### src/rtl/seg7_scan_driver.sv
// Purpose : time-multiplexed N-digit hex 7-segment driver with lamp test, blanking, latch, DP and leading-zero blanking.
// Latency : Seg/Dig/Frame are registered, 1 cycle behind the scan counters and digit latches.
// Backpressure: none; the scan is free-running and the display pins cannot stall it.
//
// Ports:
//   CLK    system clock, all state on the rising edge
//   RST    synchronous active-high reset; aborts the current slot and restarts at digit 0
//   D      4*DIGITS hex nibbles, D[4i+3:4i] = digit i (digit 0 least significant)
//   DP     per-digit decimal point, 1 = lit
//   LT_N   lamp test, active low (all segments lit while a digit is enabled)
//   BI_N   blanking, active low
//   LE     latch enable: 0 = load D/DP every edge, 1 = hold
//   LZB    leading-zero blanking enable
//   Seg    {dp,g,f,e,d,c,b,a} for the enabled digit, polarity set by SEG_POL
//   Dig    one-hot digit enable, polarity set by DIG_POL
//   Frame  one-cycle pulse after the last slot of each full scan
module seg7_scan_driver #(
    parameter int DIGITS   = 4,
    parameter int SCAN_DIV = 1000,
    parameter int SEG_POL  = 1,
    parameter int DIG_POL  = 0
) (
    input  logic                  CLK,
    input  logic                  RST,
    input  logic [4*DIGITS-1:0]   D,
    input  logic [DIGITS-1:0]     DP,
    input  logic                  LT_N,
    input  logic                  BI_N,
    input  logic                  LE,
    input  logic                  LZB,
    output logic [7:0]            Seg,
    output logic [DIGITS-1:0]     Dig,
    output logic                  Frame
);

    // Counter widths; both are kept at least one bit wide so that the
    // degenerate single-digit / tiny-divider builds still elaborate.
    localparam int CW = (SCAN_DIV > 1) ? $clog2(SCAN_DIV) : 1;
    localparam int IW = (DIGITS   > 1) ? $clog2(DIGITS)   : 1;

    localparam logic [CW-1:0] CNT_MAX = CW'(SCAN_DIV - 1);
    localparam logic [IW-1:0] IDX_MAX = IW'(DIGITS - 1);

    // Pin-level "nothing lit" values after polarity is applied.
    localparam logic [7:0]        SEG_OFF = (SEG_POL != 0) ? 8'h00 : 8'hFF;
    localparam logic [DIGITS-1:0] DIG_OFF = (DIG_POL != 0) ? '0 : '1;

    // Slot phase: the first cycle of every slot is a dead gap so the
    // previous digit's segments never bleed onto the next digit.
    typedef enum logic {
        PH_DEAD = 1'b0,
        PH_ON   = 1'b1
    } phase_t;

    logic [CW-1:0]         cnt;
    logic [IW-1:0]         idx;
    logic [4*DIGITS-1:0]   latch_d;
    logic [DIGITS-1:0]     latch_dp;

    phase_t                phase;
    logic [3:0]            cur_nib;
    logic                  cur_dp;
    logic                  cur_lead_zero;
    logic                  zero_run;
    logic [DIGITS-1:0]     dig_sel;
    logic [7:0]            seg_on;
    logic                  cnt_wrap;
    logic                  idx_wrap;

    // Hex to {g,f,e,d,c,b,a}, active high.
    function automatic logic [6:0] dec7(input logic [3:0] nib);
        logic [6:0] s;
        case (nib)
            4'h0: s = 7'h3f;
            4'h1: s = 7'h06;
            4'h2: s = 7'h5b;
            4'h3: s = 7'h4f;
            4'h4: s = 7'h66;
            4'h5: s = 7'h6d;
            4'h6: s = 7'h7d;
            4'h7: s = 7'h07;
            4'h8: s = 7'h7f;
            4'h9: s = 7'h6f;
            4'hA: s = 7'h77;
            4'hB: s = 7'h7c;
            4'hC: s = 7'h39;
            4'hD: s = 7'h5e;
            4'hE: s = 7'h79;
            default: s = 7'h71;
        endcase
        return s;
    endfunction

    assign cnt_wrap = (cnt == CNT_MAX);
    assign idx_wrap = (idx == IDX_MAX);
    assign phase    = (cnt == '0) ? PH_DEAD : PH_ON;

    // Select the active digit's nibble/DP and work out whether it is a
    // leading zero. Walking from the most significant digit down, zero_run
    // stays set only while every nibble seen so far (i..DIGITS-1) is zero.
    always_comb begin
        cur_nib       = 4'h0;
        cur_dp        = 1'b0;
        cur_lead_zero = 1'b0;
        dig_sel       = '0;
        zero_run      = 1'b1;
        for (int i = DIGITS - 1; i >= 0; i--) begin
            zero_run = zero_run & (latch_d[4*i +: 4] == 4'h0);
            if (idx == IW'(i)) begin
                cur_nib       = latch_d[4*i +: 4];
                cur_dp        = latch_dp[i];
                // Digit 0 always shows, so a value of zero reads "0".
                cur_lead_zero = (i != 0) && zero_run;
                dig_sel[i]    = 1'b1;
            end
        end
    end

    // Segment pattern during the ON phase, highest priority first.
    always_comb begin
        seg_on = {cur_dp, dec7(cur_nib)};
        if (!LT_N) begin
            seg_on = 8'hFF;
        end else if (!BI_N) begin
            seg_on = 8'h00;
        end else if (LZB && cur_lead_zero) begin
            seg_on = 8'h00;
        end
    end

    always_ff @(posedge CLK) begin
        if (RST) begin
            cnt      <= '0;
            idx      <= '0;
            latch_d  <= '0;
            latch_dp <= '0;
            Seg      <= SEG_OFF;
            Dig      <= DIG_OFF;
            Frame    <= 1'b0;
        end else begin
            // Transparent-low latch, realised as a clock-enabled register.
            if (!LE) begin
                latch_d  <= D;
                latch_dp <= DP;
            end

            // Prescaler and digit index.
            if (cnt_wrap) begin
                cnt <= '0;
                idx <= idx_wrap ? '0 : idx + 1'b1;
            end else begin
                cnt <= cnt + 1'b1;
            end

            Frame <= cnt_wrap && idx_wrap;

            case (phase)
                PH_DEAD: begin
                    Seg <= SEG_OFF;
                    Dig <= DIG_OFF;
                end
                default: begin
                    Seg <= (SEG_POL != 0) ? seg_on  : ~seg_on;
                    Dig <= (DIG_POL != 0) ? dig_sel : ~dig_sel;
                end
            endcase
        end
    end

endmodule

### config.mk
export PLATFORM = sky130hd
export DESIGN_NAME = seg7_scan_driver
export DESIGN_NICKNAME = d
export VERILOG_FILES = /design/src/rtl/seg7_scan_driver.sv
export SDC_FILE = /design/constraint.sdc
export NUM_CORES = 1
export LEC_CHECK = 0
export BUFFER_PORTS_ARGS = -buffer_cell sky130_fd_sc_hd__buf_2
export CORE_MARGIN = 4
export CORE_UTILIZATION = 59
export CTS_CLUSTER_SIZE = 8
export DETAILED_ROUTE_END_ITERATION = 12
export GPL_TIMING_DRIVEN = 0
export HOLD_SLACK_MARGIN = 0.02
export MAX_ROUTING_LAYER = met4
export PLACE_DENSITY = 0.83
export SLEW_MARGIN = 5
export SYNTH_ARGS = -nofsm -noshare
export SYNTH_HDL_FRONTEND = slang
export SYNTH_SLANG_ARGS = --single-unit
### constraint.sdc
create_clock -name CLK -period 3.6 [get_ports CLK]
set_input_delay 0 -clock CLK [delete_from_list [all_inputs] [get_ports CLK]]
set_output_delay 0 -clock CLK [all_outputs]
set_load 0.05 [all_outputs]
== After elaboration in Yosys (flattened, before gate mapping) ==
Memories as Yosys holds them, arrays and structs flattened.
Cells that the tools add are included.

* Memories: 1
* Memory bits (writable): 0
* Bits of input ports: 26
* Latch bits: 0
* Output and inout bits: 13
* Bits in read-only memories: 112
* Flip-flop bits (word level): 45

* Reductions and logical operators: 9
* Shift operators: 0
* Div/mod/pow operators: 0
* Bitwise gates (word level): 3
* Multiply operators: 0
* Mux-type cells: 20
* Add/sub/neg operators: 2
* Order comparisons: 0
* Equality and inequality tests: 4

{| class="wikitable"
|+ Memories
! memory !! depth !! bits a word !! rd ports !! clocked after Yosys merged registers in !! write ports !! line !! source
|-
| (no name shown) || 16 || 7 || 1 || 0 || 0 || 73 || <nowiki>case (nib)</nowiki>
|}

{| class="wikitable"
|+ Operator list
! cell !! count
|-
| 2-to-1 mux 8 bit || 3
|-
| 2-to-1 mux 4 bit || 4
|-
| logical NOT 4 bit || 3
|-
| 2-to-1 mux 1 bit || 12
|-
| adder 10 x 1 -> 10 bit, second input constant || 1
|-
| equality test 10 bit, second input constant || 1
|-
| logical NOT 10 bit || 1
|-
| equality test 2 bit, second input constant || 2
|-
| NOT 4 bit || 1
|-
| OR reduction 2 bit || 2
|-
| adder 2 x 1 -> 2 bit, second input constant || 1
|-
| AND 1 bit || 2
|-
| equality test 2 x 1 -> 1 bit, second input constant || 1
|-
| logical AND 1 bit || 2
|-
| logical NOT 2 bit || 1
|-
| 2-to-1 mux 2 bit || 1
|}

== Longest topological paths before layout ==
* Depth after elaboration: 9
* Depth in mapped cells: 11
* Mapped depth without buffers: 10

== Least setup slack after synthesis ==
OpenSTA, ideal clock, no wires.

* Path kind: flip-flop to flip-flop
* Start point: register idx[0]
* End point: register Seg[1]
* Setup time: 0.128 ns
* Data required time: 3.472 ns
* Path slack: 1.185 ns
* Buffers on the path: 1
* Data arrival time: 2.287 ns
* Period minus slack after synthesis: 2.415 ns
* Stages on the path, launching flop included: 11
* Cells stage by stage: dfxtp_1 > inv_1 > ha_1 > buf_4 > nand3b_1 > a221oi_2 > inv_1 > ha_1 > mux2_4 > o221ai_2 > a21oi_2

* Longest elaborated chain between the ends: 9
* Elaborated cells between the ends (all ways): 17
* Those cells by class: eq/ne (3); mux (11); reduce/logical (2); memory (1)

{| class="wikitable"
|+ Ends and longest elaborated chain
! element !! line !! source
|-
| start, declared || 56 || <nowiki>logic [IW-1:0] idx;</nowiki>
|-
| start signal, assigned || 150 || <nowiki>idx <= idx_wrap ? '0 : idx + 1'b1;</nowiki>
|-
| equality test 2 bit || 109 || <nowiki>if (idx == IW'(i)) begin</nowiki>
|-
| 2-to-1 mux 4 bit / 2-to-1 mux 1 bit (equally long branches) (4 in a row) || 109 ||
|-
| memory read (16 x 7 bit) / logical AND 1 bit (equally long branches) || - ||
|-
| 2-to-1 mux 8 bit * || 126 || <nowiki>end else if (LZB && cur_lead_zero) begin</nowiki>
|-
| 2-to-1 mux 8 bit * || 124 || <nowiki>end else if (!BI_N) begin</nowiki>
|-
| 2-to-1 mux 8 bit * || 122 || <nowiki>if (!LT_N) begin</nowiki>
|-
| end signal, assigned || 163 || <nowiki>Seg <= (SEG_POL != 0) ? seg_on : ~seg_on;</nowiki>
|-
| end, declared || 31 || <nowiki>output logic [7:0] Seg,</nowiki>
|}

Every way passes the cells marked *; elsewhere a longest branch is shown, timed or not.
A chain may end at the register's enable or synchronous reset.

== Final worst setup path ==
Same ends and word-level chain as after synthesis.

==> reports/results.txt <==
The run finished with clean final reports. Number of post-CTS setup repair buffers: 0. Number of global-route vias before repair: 1880.

Setup total negative slack on the finished layout was measured at 0 ps. The detailed-route wire length per cell works out to 13.94 um. For the net total in the final layout, the log shows 333. On the critical path the largest part of the delay comes from compound AO/OA/AOI/OAI gates. The critical path goes through inv_1 -> ha_1 -> buf_4 -> nand3b_1 -> a221oi_2 -> inv_1 -> ha_1 -> mux2_4 -> o221ai_2 -> a21oi_2.

The time the final worst path needs with I/O delays and setup came out at 2734 ps. The total power divided by cell area came out at 395.8 nW/um^2. The wire length of the first global-routing pass was 8514 um. The count of max-cap constraint violations came out at 0. On the worst path, the slowest cell contributes a delay of 430 ps. The global routing usage summed across all routing layers was 21.99%; the initial standard-cell utilization of the core was 60.87%.

For the placed wire-length estimate, the log shows 3302 um. The largest individual stage delay along the critical path comes from the cell sky130_fd_sc_hd__a221oi_2. Cells with a size suffix above 1 make up 20.61% of the layout.

The initial antenna violation count is 0. In this run the static leakage power is 0.001219 uW. Synthesis produced 233 cells.

Total buffers and inverters traversed by the critical path: 3. The number of synthesized register bits works out to 45. The number of placed instances, taps included, is 316. From bottom edge to top edge, the die measures 69.46 um. Number of sinks handled by clock tree synthesis: 45.

Measured along the x axis, the die boundary spans 69.46 um. Setup repair after global routing left no endpoint under its margin. Setup violations remaining at the end of the flow were counted as 0. The logs give 310 ps for the clock latency at the later pin of the worst-skew pair and 20 for the hold-fix buffer count after cts.

Once detail routing completed, the nets flagged for antenna violations numbered 0. For the pin with the worst max-slew slack, the measured transition is 774.7 ps. Synthesis produced a netlist with a net count of 271. The clock passes through at most 2 buffers. Clock skew on the completed layout was measured at 15.35 ps.

Total via count after detailed routing: 1851. Start-to-end type of the worst setup path: flop to flop. The run gives 4824 sq um as the die area. Leaving out fill and tap cells, the most frequent cell in the layout is sky130_fd_sc_hd__dfxtp_1. For this block, the initial DRC count from the detailed router was 107. Post-CTS repair changed the size of 0 cells. The achievable clock frequency is 365.8 MHz, and the largest fanout of any net on the critical path is 10. The share of the clock period used by the worst path after layout is 75.94%. Leaving out filler cells and counting taps, the final layout contains 344.

The number of distinct standard cells referenced by the synthesized netlist is 46, and the fraction of synthesis flops using an asynchronous set or reset pin is 0%. Last weighted congestion value of the routability-driven placer: 0.8674. The number of H-tree levels is 2, and the number of flops mapped to enable cells by yosys is 0. Entering global routing, the biggest net connects 15 pins. The share of the core filled with cells was 75.80%; the total number of yosys warnings was 0. The tools report the number of endpoints with negative hold slack in the final report as 0.

The count of pins over their slew limit is 0. The startpoint type of the worst setup path is a flop. Data on the critical path arrives at its endpoint at 2910 ps. The layout has 262 filler cells. From synthesis to final layout, the design area changed by 24.54%. After detailed routing, the number of vias per cell comes to 5.381. Overall power consumption after layout is estimated at 1098 uW. The fraction of the yosys area taken by sequential cells is 40.43%, and the required time of the critical path is 3770 ps. The dominant register cell in the synthesized netlist was sky130_fd_sc_hd__dfxtp_1.

Average footprint of a synthesized cell: 9.564 sq um. After detailed routing, the total wire length is 4796 um. The normalized max-slew margin is 48.36%.

The worst hold-check path type was input pin to flop. The worst setup path is captured at a flop. TritonCTS built the clock tree.

Summed over all layers, the global routing overflow is 0. The repair_antennas step left the layout with diodes totalling 0. For this run, the detailed router's first-pass iteration total came to 4.

After detailed routing, the number of remaining DRC violations is 0. The core region is 3661 sq um. Number of buffers inserted during clock tree synthesis: 5. The worst-case IR drop observed on VDD is 0.0002416 V. Clock transition at the registers of the reported paths: 80 ps.

Pin placement for this block handled 39 I/O pins. The run gives 2228 sq um as the netlist area before placement. The library cells used most frequently in the layout, excluding fill and tap cells, are sky130_fd_sc_hd__dfxtp_1, sky130_fd_sc_hd__nor2_1, sky130_fd_sc_hd__buf_2, sky130_fd_sc_hd__mux2i_1, sky130_fd_sc_hd__dlygate4sd3_1.

The initialized floorplan defines 22 standard-cell rows. The tools report the CTS root buffer as sky130_fd_sc_hd__clkbuf_8. Input and output buffers added on the ports amount to 35.
[cell usage after synthesis, types with 3 or more instances]
cell type	n	area (sq um)
sky130_fd_sc_hd__a21oi_1	8	40.04
sky130_fd_sc_hd__ha_1	12	150.1
sky130_fd_sc_hd__nor3b_1	4	30.03
sky130_fd_sc_hd__nand3_1	3	15.01
sky130_fd_sc_hd__nand2_1	15	56.30
sky130_fd_sc_hd__inv_1	12	45.04
sky130_fd_sc_hd__dfxtp_1	45	900.9
sky130_fd_sc_hd__buf_4	3	22.52
sky130_fd_sc_hd__mux2i_1	27	270.3
sky130_fd_sc_hd__nor2_1	39	146.4
sky130_fd_sc_hd__o221ai_1	4	35.03
sky130_fd_sc_hd__clkbuf_1	6	22.52
sky130_fd_sc_hd__nor2b_1	5	31.28
sky130_fd_sc_hd__xnor2_1	7	61.31
sky130_fd_sc_hd__nand4_1	3	18.77
[sequential cells by signal, summed over array words and instances, names as in the netlist]
signal	count
Dig	4
Frame	1
Seg	8
cnt	10
idx	2
latch_d	16
latch_dp	4
[worst reg2reg max path: stages, from the launching register on]
cell	delay [ps]
sky130_fd_sc_hd__dfxtp_1	410
sky130_fd_sc_hd__inv_1	90
sky130_fd_sc_hd__ha_1	250
sky130_fd_sc_hd__buf_4	190
sky130_fd_sc_hd__nand3b_1	170
sky130_fd_sc_hd__a221oi_2	430
sky130_fd_sc_hd__inv_1	180
sky130_fd_sc_hd__ha_1	340
sky130_fd_sc_hd__mux2_4	280
sky130_fd_sc_hd__o221ai_2	180
sky130_fd_sc_hd__a21oi_2	80
[metrics by stage]
stage | area, sq um | hold slack [ps] | setup slack, ps
floorplan | 2228 | 143.9 | 1185
global placement | 2464 | 228.1 | 967.0
detailed placement | 2464 | 237.9 | 938.7
CTS | 2775 | 71.09 | 890.6
global route | 2775 | 93.58 | 696.2
finish | 2775 | 63.67 | 866.2
[metal layers]
metal | global-route usage, % | routed length (um)
met4 | 6.941 | 65
met3 | 4.348 | 185
met1 | 25.56 | 2063
met5 | - | 0
met2 | 38.03 | 2481
[power breakdown]
group / switching, uW / internal (uW) / leakage (uW)
clock: 173 / 208 / 0.0000554
combinational: 103 / 75.9 / 0.000794
sequential: 15.0 / 523 / 0.000369
[area by class of cell]
type / count / area [sq um] / share of cell area [%]
clock inverter: 2 / 38.79 / 1.398
tap: 48 / 60.06 / 2.164
timing repair buffer: 55 / 375.4 / 13.53
buffer: 12 / 71.32 / 2.570
sequential: 45 / 900.9 / 32.46
multi-input combinational: 164 / 1211 / 43.64
inverter: 12 / 45.04 / 1.623
clock buffer: 6 / 72.57 / 2.615
[cells by family after synthesis]
| group | count (synthesis) | share of synthesized area [%] |
|---|---|---|
| AO/OA/AOI/OAI | 30 | 12.02 |
| XOR/XNOR | 9 | 3.538 |
| adder cells (fa/ha/maj) | 12 | 6.738 |
| buffers and inverters | 24 | 5.221 |
| flip-flops | 45 | 40.43 |
| multiplexers | 28 | 12.80 |
| AND/OR/NAND/NOR | 85 | 19.26 |
[final timing paths]
kind         cells past startpoint                 to           startpoint  slack, ps
max                             10  Seg[1]$_SDFF_PP0_  idx[0]$_SDFFE_PP0N_        870
min                              2  cnt[2]$_SDFF_PP0_                  RST         60
max reg2reg                     10  Seg[1]$_SDFF_PP0_  idx[0]$_SDFFE_PP0N_        870
min reg2reg                      1  cnt[0]$_SDFF_PP0_    cnt[0]$_SDFF_PP0_        460
No activity file was read; power rests on OpenSTA's default activity.
